### src/rtl/alarm_controller.sv
// Multi-channel alarm controller: NumAlarms independently programmable alarms
// that ring, snooze, dismiss and time out against the timekeeping counter.
module alarm_controller #(
    parameter int NumAlarms     = 4,
    parameter int SnoozeMinutes = 5,
    parameter int RingSeconds   = 60,
    localparam int IndexWidth   = (NumAlarms > 1) ? $clog2(NumAlarms) : 1
) (
    input  logic                  Clk,
    input  logic                  Reset,
    input  logic                  ClockTick,
    input  logic [7:0]            ClockSeconds,
    input  logic [7:0]            ClockMinutes,
    input  logic [7:0]            ClockHours,
    input  logic                  SetEn,
    input  logic [IndexWidth-1:0] SetIndex,
    input  logic [7:0]            SetSeconds,
    input  logic [7:0]            SetMinutes,
    input  logic [7:0]            SetHours,
    input  logic                  SetArm,
    input  logic                  Snooze,
    input  logic                  Dismiss,
    output logic                  Alarm,
    output logic [NumAlarms-1:0]  RingingMask,
    output logic [NumAlarms-1:0]  SnoozedMask,
    output logic [IndexWidth-1:0] ActiveIndex
);

    typedef enum logic [1:0] {
        Idle    = 2'd0,
        Armed   = 2'd1,
        Ringing = 2'd2,
        Snoozed = 2'd3
    } AlarmState;

    AlarmState state     [NumAlarms];
    AlarmState stateNext [NumAlarms];

    logic [7:0] almSec      [NumAlarms];
    logic [7:0] almMin      [NumAlarms];
    logic [7:0] almHour     [NumAlarms];
    logic [7:0] almSecNext  [NumAlarms];
    logic [7:0] almMinNext  [NumAlarms];
    logic [7:0] almHourNext [NumAlarms];

    logic [7:0] snzSec      [NumAlarms];
    logic [7:0] snzMin      [NumAlarms];
    logic [7:0] snzHour     [NumAlarms];
    logic [7:0] snzSecNext  [NumAlarms];
    logic [7:0] snzMinNext  [NumAlarms];
    logic [7:0] snzHourNext [NumAlarms];

    logic [7:0] ringCount     [NumAlarms];
    logic [7:0] ringCountNext [NumAlarms];

    logic [NumAlarms-1:0]  ringingNext;
    logic [NumAlarms-1:0]  snoozedNext;
    logic [IndexWidth-1:0] activeNext;

    logic [7:0] targetMin;
    logic [7:0] targetHour;
    logic [7:0] minuteSum;
    logic [7:0] hourSum;

    // Snooze target: current clock time plus SnoozeMinutes, carrying into hours
    // and wrapping the hour at 24; seconds are carried over unchanged.
    always_comb begin
        minuteSum = ClockMinutes + 8'(SnoozeMinutes);
        hourSum   = ClockHours;
        if (minuteSum >= 8'd60) begin
            minuteSum = minuteSum - 8'd60;
            hourSum   = ClockHours + 8'd1;
        end
        if (hourSum >= 8'd24) begin
            hourSum = hourSum - 8'd24;
        end
        targetMin  = minuteSum;
        targetHour = hourSum;
    end

    // State register: channel state, stored times and registered outputs.
    always_ff @(posedge Clk) begin
        if (Reset) begin
            for (int i = 0; i < NumAlarms; i++) begin
                state[i]     <= Idle;
                almSec[i]    <= 8'd0;
                almMin[i]    <= 8'd0;
                almHour[i]   <= 8'd0;
                snzSec[i]    <= 8'd0;
                snzMin[i]    <= 8'd0;
                snzHour[i]   <= 8'd0;
                ringCount[i] <= 8'd0;
            end
            RingingMask <= '0;
            SnoozedMask <= '0;
            ActiveIndex <= '0;
            Alarm       <= 1'b0;
        end else begin
            for (int i = 0; i < NumAlarms; i++) begin
                state[i]     <= stateNext[i];
                almSec[i]    <= almSecNext[i];
                almMin[i]    <= almMinNext[i];
                almHour[i]   <= almHourNext[i];
                snzSec[i]    <= snzSecNext[i];
                snzMin[i]    <= snzMinNext[i];
                snzHour[i]   <= snzHourNext[i];
                ringCount[i] <= ringCountNext[i];
            end
            RingingMask <= ringingNext;
            SnoozedMask <= snoozedNext;
            ActiveIndex <= activeNext;
            Alarm       <= |ringingNext;
        end
    end

    // Next-state logic per channel, priority SetEn > Dismiss > Snooze > tick.
    // A tick that times out the ring counter returns the channel to Armed so it
    // rings again the next day.
    always_comb begin
        for (int i = 0; i < NumAlarms; i++) begin
            stateNext[i]     = state[i];
            almSecNext[i]    = almSec[i];
            almMinNext[i]    = almMin[i];
            almHourNext[i]   = almHour[i];
            snzSecNext[i]    = snzSec[i];
            snzMinNext[i]    = snzMin[i];
            snzHourNext[i]   = snzHour[i];
            ringCountNext[i] = ringCount[i];

            if (SetEn && (int'(SetIndex) == i)) begin
                almSecNext[i]    = SetSeconds;
                almMinNext[i]    = SetMinutes;
                almHourNext[i]   = SetHours;
                snzSecNext[i]    = 8'd0;
                snzMinNext[i]    = 8'd0;
                snzHourNext[i]   = 8'd0;
                ringCountNext[i] = 8'd0;
                stateNext[i]     = SetArm ? Armed : Idle;
            end else if (Dismiss && (state[i] == Ringing || state[i] == Snoozed)) begin
                stateNext[i]     = Armed;
                ringCountNext[i] = 8'd0;
            end else if (Snooze && state[i] == Ringing) begin
                stateNext[i]   = Snoozed;
                snzSecNext[i]  = ClockSeconds;
                snzMinNext[i]  = targetMin;
                snzHourNext[i] = targetHour;
            end else if (ClockTick) begin
                case (state[i])
                    Armed: begin
                        if (ClockSeconds == almSec[i] && ClockMinutes == almMin[i] &&
                            ClockHours == almHour[i]) begin
                            stateNext[i]     = Ringing;
                            ringCountNext[i] = 8'(RingSeconds);
                        end
                    end
                    Ringing: begin
                        if (ringCount[i] <= 8'd1) begin
                            stateNext[i]     = Armed;
                            ringCountNext[i] = 8'd0;
                        end else begin
                            ringCountNext[i] = ringCount[i] - 8'd1;
                        end
                    end
                    Snoozed: begin
                        if (ClockSeconds == snzSec[i] && ClockMinutes == snzMin[i] &&
                            ClockHours == snzHour[i]) begin
                            stateNext[i]     = Ringing;
                            ringCountNext[i] = 8'(RingSeconds);
                        end
                    end
                    default: begin
                        stateNext[i] = state[i];
                    end
                endcase
            end
        end
    end

    // Output decode from the next state so the masks are registered alongside it.
    always_comb begin
        ringingNext = '0;
        snoozedNext = '0;
        activeNext  = '0;
        for (int i = NumAlarms - 1; i >= 0; i--) begin
            ringingNext[i] = (stateNext[i] == Ringing);
            snoozedNext[i] = (stateNext[i] == Snoozed);
            if (stateNext[i] == Ringing) begin
                activeNext = IndexWidth'(i);
            end
        end
    end

endmodule
### config.mk
export PLATFORM = sky130hd
export DESIGN_NAME = alarm_controller
export DESIGN_NICKNAME = d
export VERILOG_FILES = /design/src/rtl/alarm_controller.sv
export SDC_FILE = /design/constraint.sdc
export NUM_CORES = 1
export LEC_CHECK = 0
export CORE_UTILIZATION = 50
export CTS_BUF_LIST = sky130_fd_sc_hd__clkbuf_2 sky130_fd_sc_hd__clkbuf_4 sky130_fd_sc_hd__clkbuf_8
export DETAILED_ROUTE_END_ITERATION = 8
export HOLD_SLACK_MARGIN = 0.08
export PLACE_DENSITY = 0.71
export SETUP_SLACK_MARGIN = 0.5
export SYNTH_ARGS = -nofsm -noshare
export SYNTH_HDL_FRONTEND = slang
export SYNTH_SLANG_ARGS = --single-unit
### constraint.sdc
create_clock -name Clk -period 5.11 [get_ports Clk]
set_input_delay 1.022 -clock Clk [delete_from_list [all_inputs] [get_ports Clk]]
set_output_delay 1.022 -clock Clk [all_outputs]
set_load 0.005 [all_outputs]
==> metrics.md, run 1 <==
| Metric | Value |
|---|---|
| Row count | 56 |
| Starting density of the core | 0.514 |
| Critical-path top delay cell | clkdlybuf4s50_1 |
| Via count | 11,098 |
| H-tree lvl count | 2 |
| First-pass GRT wire length | 56,800 µm |
| Seq/Total Area, Yosys | 0.400 |
| Clock skew | 0.0234 ns |
| Gpl congestion | 0.911 |
| Vias in the first global route | 10,417 |
| Clock latency on the worst-skew pair | 0.58 ns |
| Root Buffer Master | clkbuf_8 |
| Post-CTS Resized | 0 |
| 1st-iter DRT viols | 978 |
| Cell with the most instances after synthesis | nand2_1 |
| # Post-CTS Setup Buffers | 0 |
| CP delay by family, top | compound AO/OA/AOI/OAI gates |
| # IOs | 68 |
| P_int | 3.05 mW |
| Synthesis-to-layout area growth | 14.6% |
| DRT Pass-1 Iters | 5 |
| CP Data Required Time | 5.54 ns |
| Synth top area share | 0.400 |
| RSZ-0062 raised after global routing | no |
| Clock-pin slew on the worst setup and hold paths | 0.06 ns |
| Yosys cell types | 66 |
| Grt total ovfl | 0 |
| M3 GR Usage | 0.0512 |
| Slew HR | 0.324 |
| Vias per cell | 5.69 |
| Initial antenna violation count | 0 |
| Post-layout util | 0.589 |
| Type of element launching the critical path | input pin |
| Crit path arrival time | 4.59 ns |
| Met1 track demand over resource | 0.379 |
| Global routing's busiest layer | met2 |
| Endpoints failing setup | 0 |
| Crit Path Max Fanout | 10 |
| Clk sink count | 243 |
| P_sw | 1.11 mW |
| Asr flop ratio synth | 0 |
| # diodes | 0 |
| Die Y | 158 µm |
| Final hold viol count | 0 |
| Core Region | 0.0237 mm² |
| Max-Cap Viols | 0 |
| Clock buffer depth | 3 |
| Pins Over Slew Limit | 0 |
| Fin Setup TNS | 0 ns |
| Slew @ Worst Pin | 1.00 ns |
| R2R Setup Slk | 2.29 ns |
| Largest net degree at the start of global routing | 80 |
| Post-DP HPWL | 25,400 µm |
| CTS tree | built |
| Most frequent CP cell | ha_1 |
| # nets final | 1,674 |
| Max Fclk | 240 MHz |
| Port bufs | 67 |
| DRC | 0 |
| Die Wd | 158 µm |
| Yosys top cell by area | dfxtp_1 |
| Gr usage total | 0.299 |
| Number of flops mapped to enable cells by yosys | 0 |
| Mapped Area | 0.0122 mm² |
| Routed Antenna Nets | 0 |
| Max IR drop VDD | 0.227 mV |
| Post-synthesis register bit count | 243 |
| Switching share of power | 0.267 |
| Routing usage on met2 | 0.487 |
| CTS Buf Count | 42 |
| Fin crit period | 4.16 ns |
| Hold Buf Count CTS | 0 |
| Main area contributors after synthesis | dfxtp_1 (40%), nand2_1 (11%), a21oi_1 (8.6%), xor2_1 (7.7%), xnor2_1 (7.1%) |
| Status | completed |
| Synth Area per Inst | 7.82 µm² |
| Most common library cells after synthesis | nand2_1 (359), dfxtp_1 (243), a21oi_1 (209) |
| Logic pwr share | 0.110 |
| Tot Pwr | 4.16 mW |
| Slowest stage delay, CP | 0.71 ns |
| WL per Instance | 18.6 µm |
| Total Wirelength | 36,200 µm |
| Synth warn | 0 |
| Die Area | 0.0250 mm² |
| CP endpoint kind | flop |
| Critical Path, Cell by Cell | clkdlybuf4s50_1 > ha_1 > xnor2_1 > ha_1 > nand2_1 > mux2i_1 > a2111oi_4 > nor2_1 > xnor2_2 > ha_1 > inv_1 > a21oi_1 > a31oi_1 > a21oi_1 |
| Synthesized instance count | 1,557 |
| # fillers | 2,238 |
| Clock power share | 0.423 |
| Min-Delay Path Class | reg2reg |
| Crit Path Category | in2reg |
| Syn nets | 1,626 |
| Most used DFF post-synth | dfxtp_1 |
| Worst Path Buf+Inv | 2 |
| Layout cell share with drive strength beyond 1 | 0.0822 |
| Pleak | 4.93 nW |
| Register share of total power | 0.467 |
| Fin crit share | 0.814 |
| Power Dens Cells | 298 mW/mm² |
-- tightest hold or removal path: stages (launching register included) --
cell and delay [ns]:
dfxtp_1 0.31, nand2_1 0.05, a21oi_1 0.05
-- worst paths after layout --
path	startpoint	end	cells after the start
worst max-delay path	ClockMinutes[1]	snzHour[2][7]	14
worst min-delay path	almSec[1][6]	almSec[1][6]	2
worst max register to register	snzHour[1][4]	ringCount[1][0]	8
worst min register to register	almSec[1][6]	almSec[1][6]	2
-- layout make-up --
type                    instances  area, µm²  area share
inverters                      23       86.3     0.00619
repair buffers                103        938      0.0673
clock buffers                  64        768      0.0551
well taps                     319        399      0.0286
flip-flops and latches        243       4860       0.349
clock inverters                 5       41.3     0.00296
multi-input cells            1192       6850       0.491
-- per-stage QoR --
step / worst slack, ns / area (µm²) / hold WS [ns] / instances
6_report: 0.952 / 13900 / 0.465 / 1949
3_5_place_dp: 0.416 / 13100 / 0.458 / 1880
2_1_floorplan: 1.32 / 12200 / 0.440 / 1557
3_3_place_gp: 0.518 / 13100 / 0.453 / 1880
5_1_grt: 0.704 / 13900 / 0.481 / 1949
4_1_cts: 1.00 / 13900 / 0.466 / 1949
-- state kept, by name, summed over array words and instances, names as in the netlist --
name / flops
almHour: 32
ringCount: 32
ActiveIndex: 2
state: 8
snzHour: 32
almMin: 32
RingingMask: 4
Alarm: 1
snzMin: 32
almSec: 32
SnoozedMask: 4
snzSec: 32
-- power groups by stage --
stage                     logic [mW]  clock network (mW)  registers [mW]
after detailed placement       0.450                   0            1.98
final                          0.457                1.76            1.94
after floorplan                0.275                   0            1.98
after CTS                      0.451                1.78            1.94
after global routing           0.491                1.87            1.95
after global placement         0.447                   0            1.98
-- cell families (layout without fill, tap and decap cells) --
family                   Yosys count  after routing  share of synthesized area
adder cells (fa/ha/maj)           12             12                     0.0123
AND/OR/NAND/NOR                  627            627                      0.230
buffers and inverters            122            195                     0.0391
flip-flops                       243            243                      0.400
AO/OA/AOI/OAI                    338            338                      0.163
multiplexers                       8              8                    0.00668
XOR/XNOR                         207            207                      0.150
-- routing by layer --
layer / vias up / wire (µm)
met5: - / 0
met4: 0 / 1640
met3: 83 / 2770
met2: 420 / 16700
met1: 5229 / 15100
li1: 5366 / -
-- placed cells by master (no fill, tap or decap), drive strengths merged, types with 37 or more instances in the layout --
cell type	instances
clkbuf	64
clkdlybuf4s50	66
buf	37
xnor2	100
xor2	107
o21ai	42
nand2	359
a21oi	210
nor4	40
nor2	85
dfxtp	243
Power figures use the tool's default switching activity.
==> run 2, diff against run 1 <==
clock period = 4.3 ns   (was 5.11 ns; I/O delays follow)
==> run 2 against run 1 <==
  * Setup slack worse by 0.21 ns
  * Die area unchanged
  * Largest power group unchanged
  * Sequential cell count unchanged
  * Largest cell class unchanged
  * Highest routed layer unchanged
==> metrics.md, run 2 (synthesis results as in run 1) <==
| Metric | Value |
|---|---|
| Routed Antenna Nets | 0 |
| Post-DP HPWL | 25,800 µm |
| P_sw | 1.36 mW |
| Max Fclk | 281 MHz |
| Die Wd | 158 µm |
| Slew @ Worst Pin | 0.913 ns |
| Most common cell after layout, fill and taps aside | nand2_1 |
| Grt total ovfl | 0 |
| WL per Instance | 18.8 µm |
| Endpoints failing setup | 0 |
| Hold Path Depth | 2 |
| P_int | 3.76 mW |
| Clock skew | 0.0316 ns |
| Post-Layout Cell Count | 1,973 |
| Tot Pwr | 5.13 mW |
| Crit Path Category | in2reg |
| Die Y | 158 µm |
| Clk sink count | 243 |
| Post-route cell area | 0.0142 mm² |
| Clock latency on the worst-skew pair | 0.57 ns |
| Crit path arrival time | 4.00 ns |
| # IOs | 68 |
| Pleak | 5.07 nW |
| Crit Path Max Fanout | 17 |
| First-pass GRT wire length | 58,100 µm |
| Hold Buf Count CTS | 0 |
| Core Region | 0.0237 mm² |
| Most frequent cells in the layout | nand2_1 (359), dfxtp_1 (243), a21oi_1 (209) |
| Layout cell share with drive strength beyond 1 | 0.0973 |
| Post-CTS Resized | 0 |
| Min-Delay Path Class | reg2reg |
| Gr usage total | 0.304 |
| Logic pwr share | 0.112 |
| Vias in the first global route | 10,696 |
| Reg2reg start | snzMin[1][0] |
| CP Data Required Time | 4.74 ns |
| 1st-iter DRT viols | 1,057 |
| Row count | 56 |
| Slew HR | 0.391 |
| Worst hold endpoint | snzSec[0][6] |
| Initial antenna violation count | 0 |
| Clock-pin slew on the worst setup and hold paths | 0.07 ns |
| CTS Buf Count | 42 |
| Total Wirelength | 37,200 µm |
| Status | completed |
| Fin crit period | 3.56 ns |
| Clock buffer depth | 3 |
| Worst reg2reg path depth | 8 |
| Via count | 11,300 |
| Slowest stage delay, CP | 0.55 ns |
| Reg-to-reg endpoint | ringCount[1][0] |
| R2R Setup Slk | 1.56 ns |
| Most frequent CP cell | ha_1 |
| Switching share of power | 0.266 |
| # nets final | 1,694 |
| Final hold viol count | 0 |
| H-tree lvl count | 2 |
| Synthesis-to-layout area growth | 16.8% |
| Critical Path, Cell by Cell | clkdlybuf4s50_1 > ha_1 > xnor2_2 > ha_1 > nand2b_1 > mux2i_4 > a2111oi_4 > buf_6 > nor2_1 > xnor2_2 > ha_1 > inv_1 > a21oi_1 > a31oi_2 > a21oi_1 |
| Fin Setup TNS | 0 ns |
| DRT Pass-1 Iters | 5 |
| Max IR drop VDD | 0.278 mV |
| RSZ-0062 raised after global routing | no |
| DRC | 0 |
| Gpl congestion | 0.887 |
| Power Dens Cells | 361 mW/mm² |
| CTS tree | built |
| Max-Cap Viols | 0 |
| Port bufs | 67 |
| Pins Over Slew Limit | 0 |
| Clock power share | 0.438 |
| Die Area | 0.0250 mm² |
| Register share of total power | 0.450 |
| # Post-CTS Setup Buffers | 0 |
| Vias per cell | 5.73 |
| Placed instance count | 1,900 |
| Worst hold start | snzSec[0][6] |
| Starting density of the core | 0.514 |
| Fin crit share | 0.828 |
| Worst hold margin | 0.465 ns |
| CP endpoint kind | flop |
| Placed inst area | 0.0133 mm² |
| Type of element launching the critical path | input pin |
| Largest net degree at the start of global routing | 77 |
| Root Buffer Master | clkbuf_8 |
| Critical-path top delay cell | clkdlybuf4s50_1 |
| # diodes | 0 |
run 2: metal layers:
metal / global-route usage / vias to the layer above / routed length, µm
li1: - / 5406 / -
met2: 0.498 / 454 / 17300
met1: 0.390 / 5337 / 15600
met5: 0 / - / 0
met4: 0.147 / 0 / 1720
met3: 0.0460 / 103 / 2560
run 2: how the worst max path moves through the flow:
| stage | start | slack, ns | endpoint | cells after the start |
|---|---|---|---|---|
| 2_1_floorplan | ClockMinutes[1] | 0.67 | snzHour[0][7] | 15 |
| 3_3_place_gp | ClockMinutes[1] | 0.15 | snzHour[0][7] | 13 |
| 3_5_place_dp | ClockMinutes[1] | 0.06 | snzHour[1][7] | 13 |
| 4_1_cts | ClockMinutes[1] | 0.64 | snzHour[0][7] | 13 |
| 5_1_grt | ClockMinutes[1] | 0.47 | snzHour[1][5] | 15 |
| 6_report | ClockMinutes[1] | 0.74 | snzHour[3][7] | 15 |
run 2: layout make-up:
type / instances / area [µm²]
Clock inverter: 7 / 78.8
Fill cell: 2167 / 9470
Timing Repair Buffer: 123 / 1100
Clock buffer: 66 / 815
Inverter: 23 / 86.3
Sequential cell: 243 / 4860
Multi-Input combinational cell: 1192 / 6880
Tap cell: 319 / 399
run 2: metrics by stage:
step,utilization,setup WS [ns]
after global routing,0.600,0.468
after global placement,0.561,0.151
after floorplan,-,0.672
after CTS,0.599,0.639
after detailed placement,0.561,0.0570
final,0.600,0.741
run 2: worst max-delay path, delay by kind of cell:
family                   cells  cell delay, ns
XOR/XNOR                     2            0.30
AO/OA/AOI/OAI                4            0.86
AND/OR/NAND/NOR              2            0.21
adder cells (fa/ha/maj)      3            0.75
multiplexers                 1            0.10
buffers and inverters        3            0.91
run 2: power by group through the flow:
stage          combinational (mW)  clock [mW]  sequential, mW
2_1_floorplan               0.327           0            2.35
3_3_place_gp                0.548           0            2.36
3_5_place_dp                0.552           0            2.36
4_1_cts                     0.555        2.27            2.31
5_1_grt                     0.608        2.37            2.31
6_report                    0.572        2.25            2.31
==> run 3, diff against run 2 <==
PLACE_DENSITY = 0.73   (was 0.71)
clock period = 2.95 ns   (was 4.3 ns; I/O delays follow)
==> run 3 against run 2 <==
  * Worst hold slack worse by 0.14 ns
  * Combinational power is 98% higher
  * Largest power group unchanged
  * Via count grew 7.4%
  * Clock-buffer cell count shrank 5
  * Register-to-register slack lost 1.0 ns
  * First-iteration DRC count down 9.3%
  * Power is 52% higher
  * Critical path depth grew 1
  * Clock power grew 47%
==> metrics.md, run 3 (synthesis results as in run 1) <==
| Metric | Value |
|---|---|
| Status | completed |
| Clock latency on the worst-skew pair | 0.57 ns |
| Layout cell share with drive strength beyond 1 | 0.220 |
| # fillers | 1,900 |
| Crit path arrival time | 3.16 ns |
| Grt total ovfl | 0 |
| DP Worst Slack | -0.772 ns |
| Total Wirelength | 40,100 µm |
| Die Area | 0.0250 mm² |
| Clock-pin slew on the worst setup and hold paths | 0.07 ns |
| Type of element launching the critical path | input pin |
| Post-route cell area | 0.0163 mm² |
| Worst hold margin | 0.321 ns |
| Final hold viol count | 0 |
| Max IR drop VDD | 0.391 mV |
| Max-Cap Viols | 0 |
| Crit Path Category | in2reg |
| Die Wd | 158 µm |
| Clock buffer depth | 3 |
| Fin crit period | 2.73 ns |
| Fin crit share | 0.924 |
| Max Fclk | 367 MHz |
| Pins Over Slew Limit | 0 |
| CP endpoint kind | flop |
| Min-Delay Path Class | in2reg |
| Worst reg2reg path depth | 11 |
| Largest net degree at the start of global routing | 99 |
| Hold Path Depth | 2 |
| Die Y | 158 µm |
| Register Area | 0.00486 mm² |
| Starting density of the core | 0.514 |
| Clock skew | 0.0245 ns |
| Endpoints failing setup | 0 |
| # diodes | 0 |
| CTS Buf Count | 42 |
| 1st-iter DRT viols | 959 |
| CP Data Required Time | 3.39 ns |
| Crit Path Max Fanout | 5 |
| Port bufs | 67 |
| Row count | 56 |
| Via count | 12,133 |
| Slew @ Worst Pin | 1.05 ns |
| Root Buffer Master | clkbuf_8 |
| Clk sink count | 243 |
| RSZ-0062 raised after global routing | yes |
| WL per Instance | 19.0 µm |
| Post-DP HPWL | 26,500 µm |
| Core Region | 0.0237 mm² |
| Initial antenna violation count | 0 |
| Power Dens Cells | 479 mW/mm² |
| Gpl congestion | 0.886 |
| # nets final | 1,836 |
| DRC | 0 |
| First-pass GRT wire length | 60,000 µm |
| Placed inst area | 0.0143 mm² |
| Vias in the first global route | 11,313 |
| Slew HR | 0.298 |
| Area occupied by multi-input gates | 0.00749 mm² |
| Vias per cell | 5.75 |
| Most frequent cells in the layout | nand2_1 (354), dfxtp_1 (243), a21oi_1 (193) |
| Synthesis-to-layout area growth | 33.8% |
| Hold Buf Count CTS | 0 |
| Routed Antenna Nets | 0 |
| Most common cell after layout, fill and taps aside | nand2_1 |
| DRT Pass-1 Iters | 5 |
| Worst Slack Setup Final | 0.224 ns |
| # IOs | 68 |
| Pleak | 6.13 nW |
| CTS tree | built |
| Gr usage total | 0.310 |
| H-tree lvl count | 2 |
-- run 3: changes by cell type in the layout (fill, tap and decap cells not counted), sizes merged --
| cell | delta |
|---|---|
| dlygate4sd2 | +7 |
| clkdlybuf4s15 | +1 |
| bufinv | +1 |
| dlymetal6s2s | +9 |
| bufbuf | +1 |
| clkdlybuf4s50 | -24 |
| buf | +143 |
| clkinv | -1 |
-- run 3: final timing paths --
kind	from	end	slack [ns]
min reg2reg	snzSec[3][2]	snzSec[3][2]	0.46
min	Reset	state[2][0]	0.32
max reg2reg	almHour[3][4]	ringCount[3][0]	0.54
max	ClockMinutes[0]	snzHour[2][3]	0.22
-- run 3: final cells by class --
class                           count  area share
Clock inverter                      7     0.00569
Timing Repair Buffer              265       0.157
Inverter                           23     0.00546
Multi-Input combinational cell   1192       0.460
Sequential cell                   243       0.299
Tap cell                          319      0.0245
Clock buffer                       61      0.0481
-- run 3: layer usage --
layer	vias up	global-route usage	routed length, µm
met5	-	0	0
met1	5756	0.379	15800
met4	0	0.176	2530
li1	5696	-	-
met2	521	0.524	19100
met3	160	0.0430	2660
-- run 3: metrics by stage --
stage | power [mW] | cells | util | TNS (ns)
2_1_floorplan | 3.94 | 1557 | - | -0.685
3_3_place_gp | 4.38 | 1996 | 0.605 | -30.09
3_5_place_dp | 4.39 | 1996 | 0.605 | -38.23
4_1_cts | 7.70 | 2084 | 0.659 | 0
5_1_grt | 8.04 | 2110 | 0.688 | 0
6_report | 7.80 | 2110 | 0.688 | 0
-- run 3: timing repair --
item,4_1_cts,5_1_grt
pin swaps,47,60
resized for setup,67,96
cloned,3,1
endpoints found under the setup margin,98,99
setup buffers,17,25
-- run 3: critical path, stage by stage --
cell and delay, ns:
buf_6 0.10, buf_6 0.11, a21oi_4 0.18, xnor2_2 0.17, ha_4 0.21, nand2b_4 0.06
mux2i_4 0.18, a2111oi_4 0.11, buf_6 0.15, buf_12 0.13, o21a_4 0.22, nor4_4 0.29
buf_4 0.16, nand3_2 0.14, xnor2_4 0.26, a21oi_2 0.09
-- run 3: power breakdown --
part           switching [mW]  internal, mW
Clock                    1.43          1.87
Sequential             0.0382          3.33
Combinational           0.623         0.510
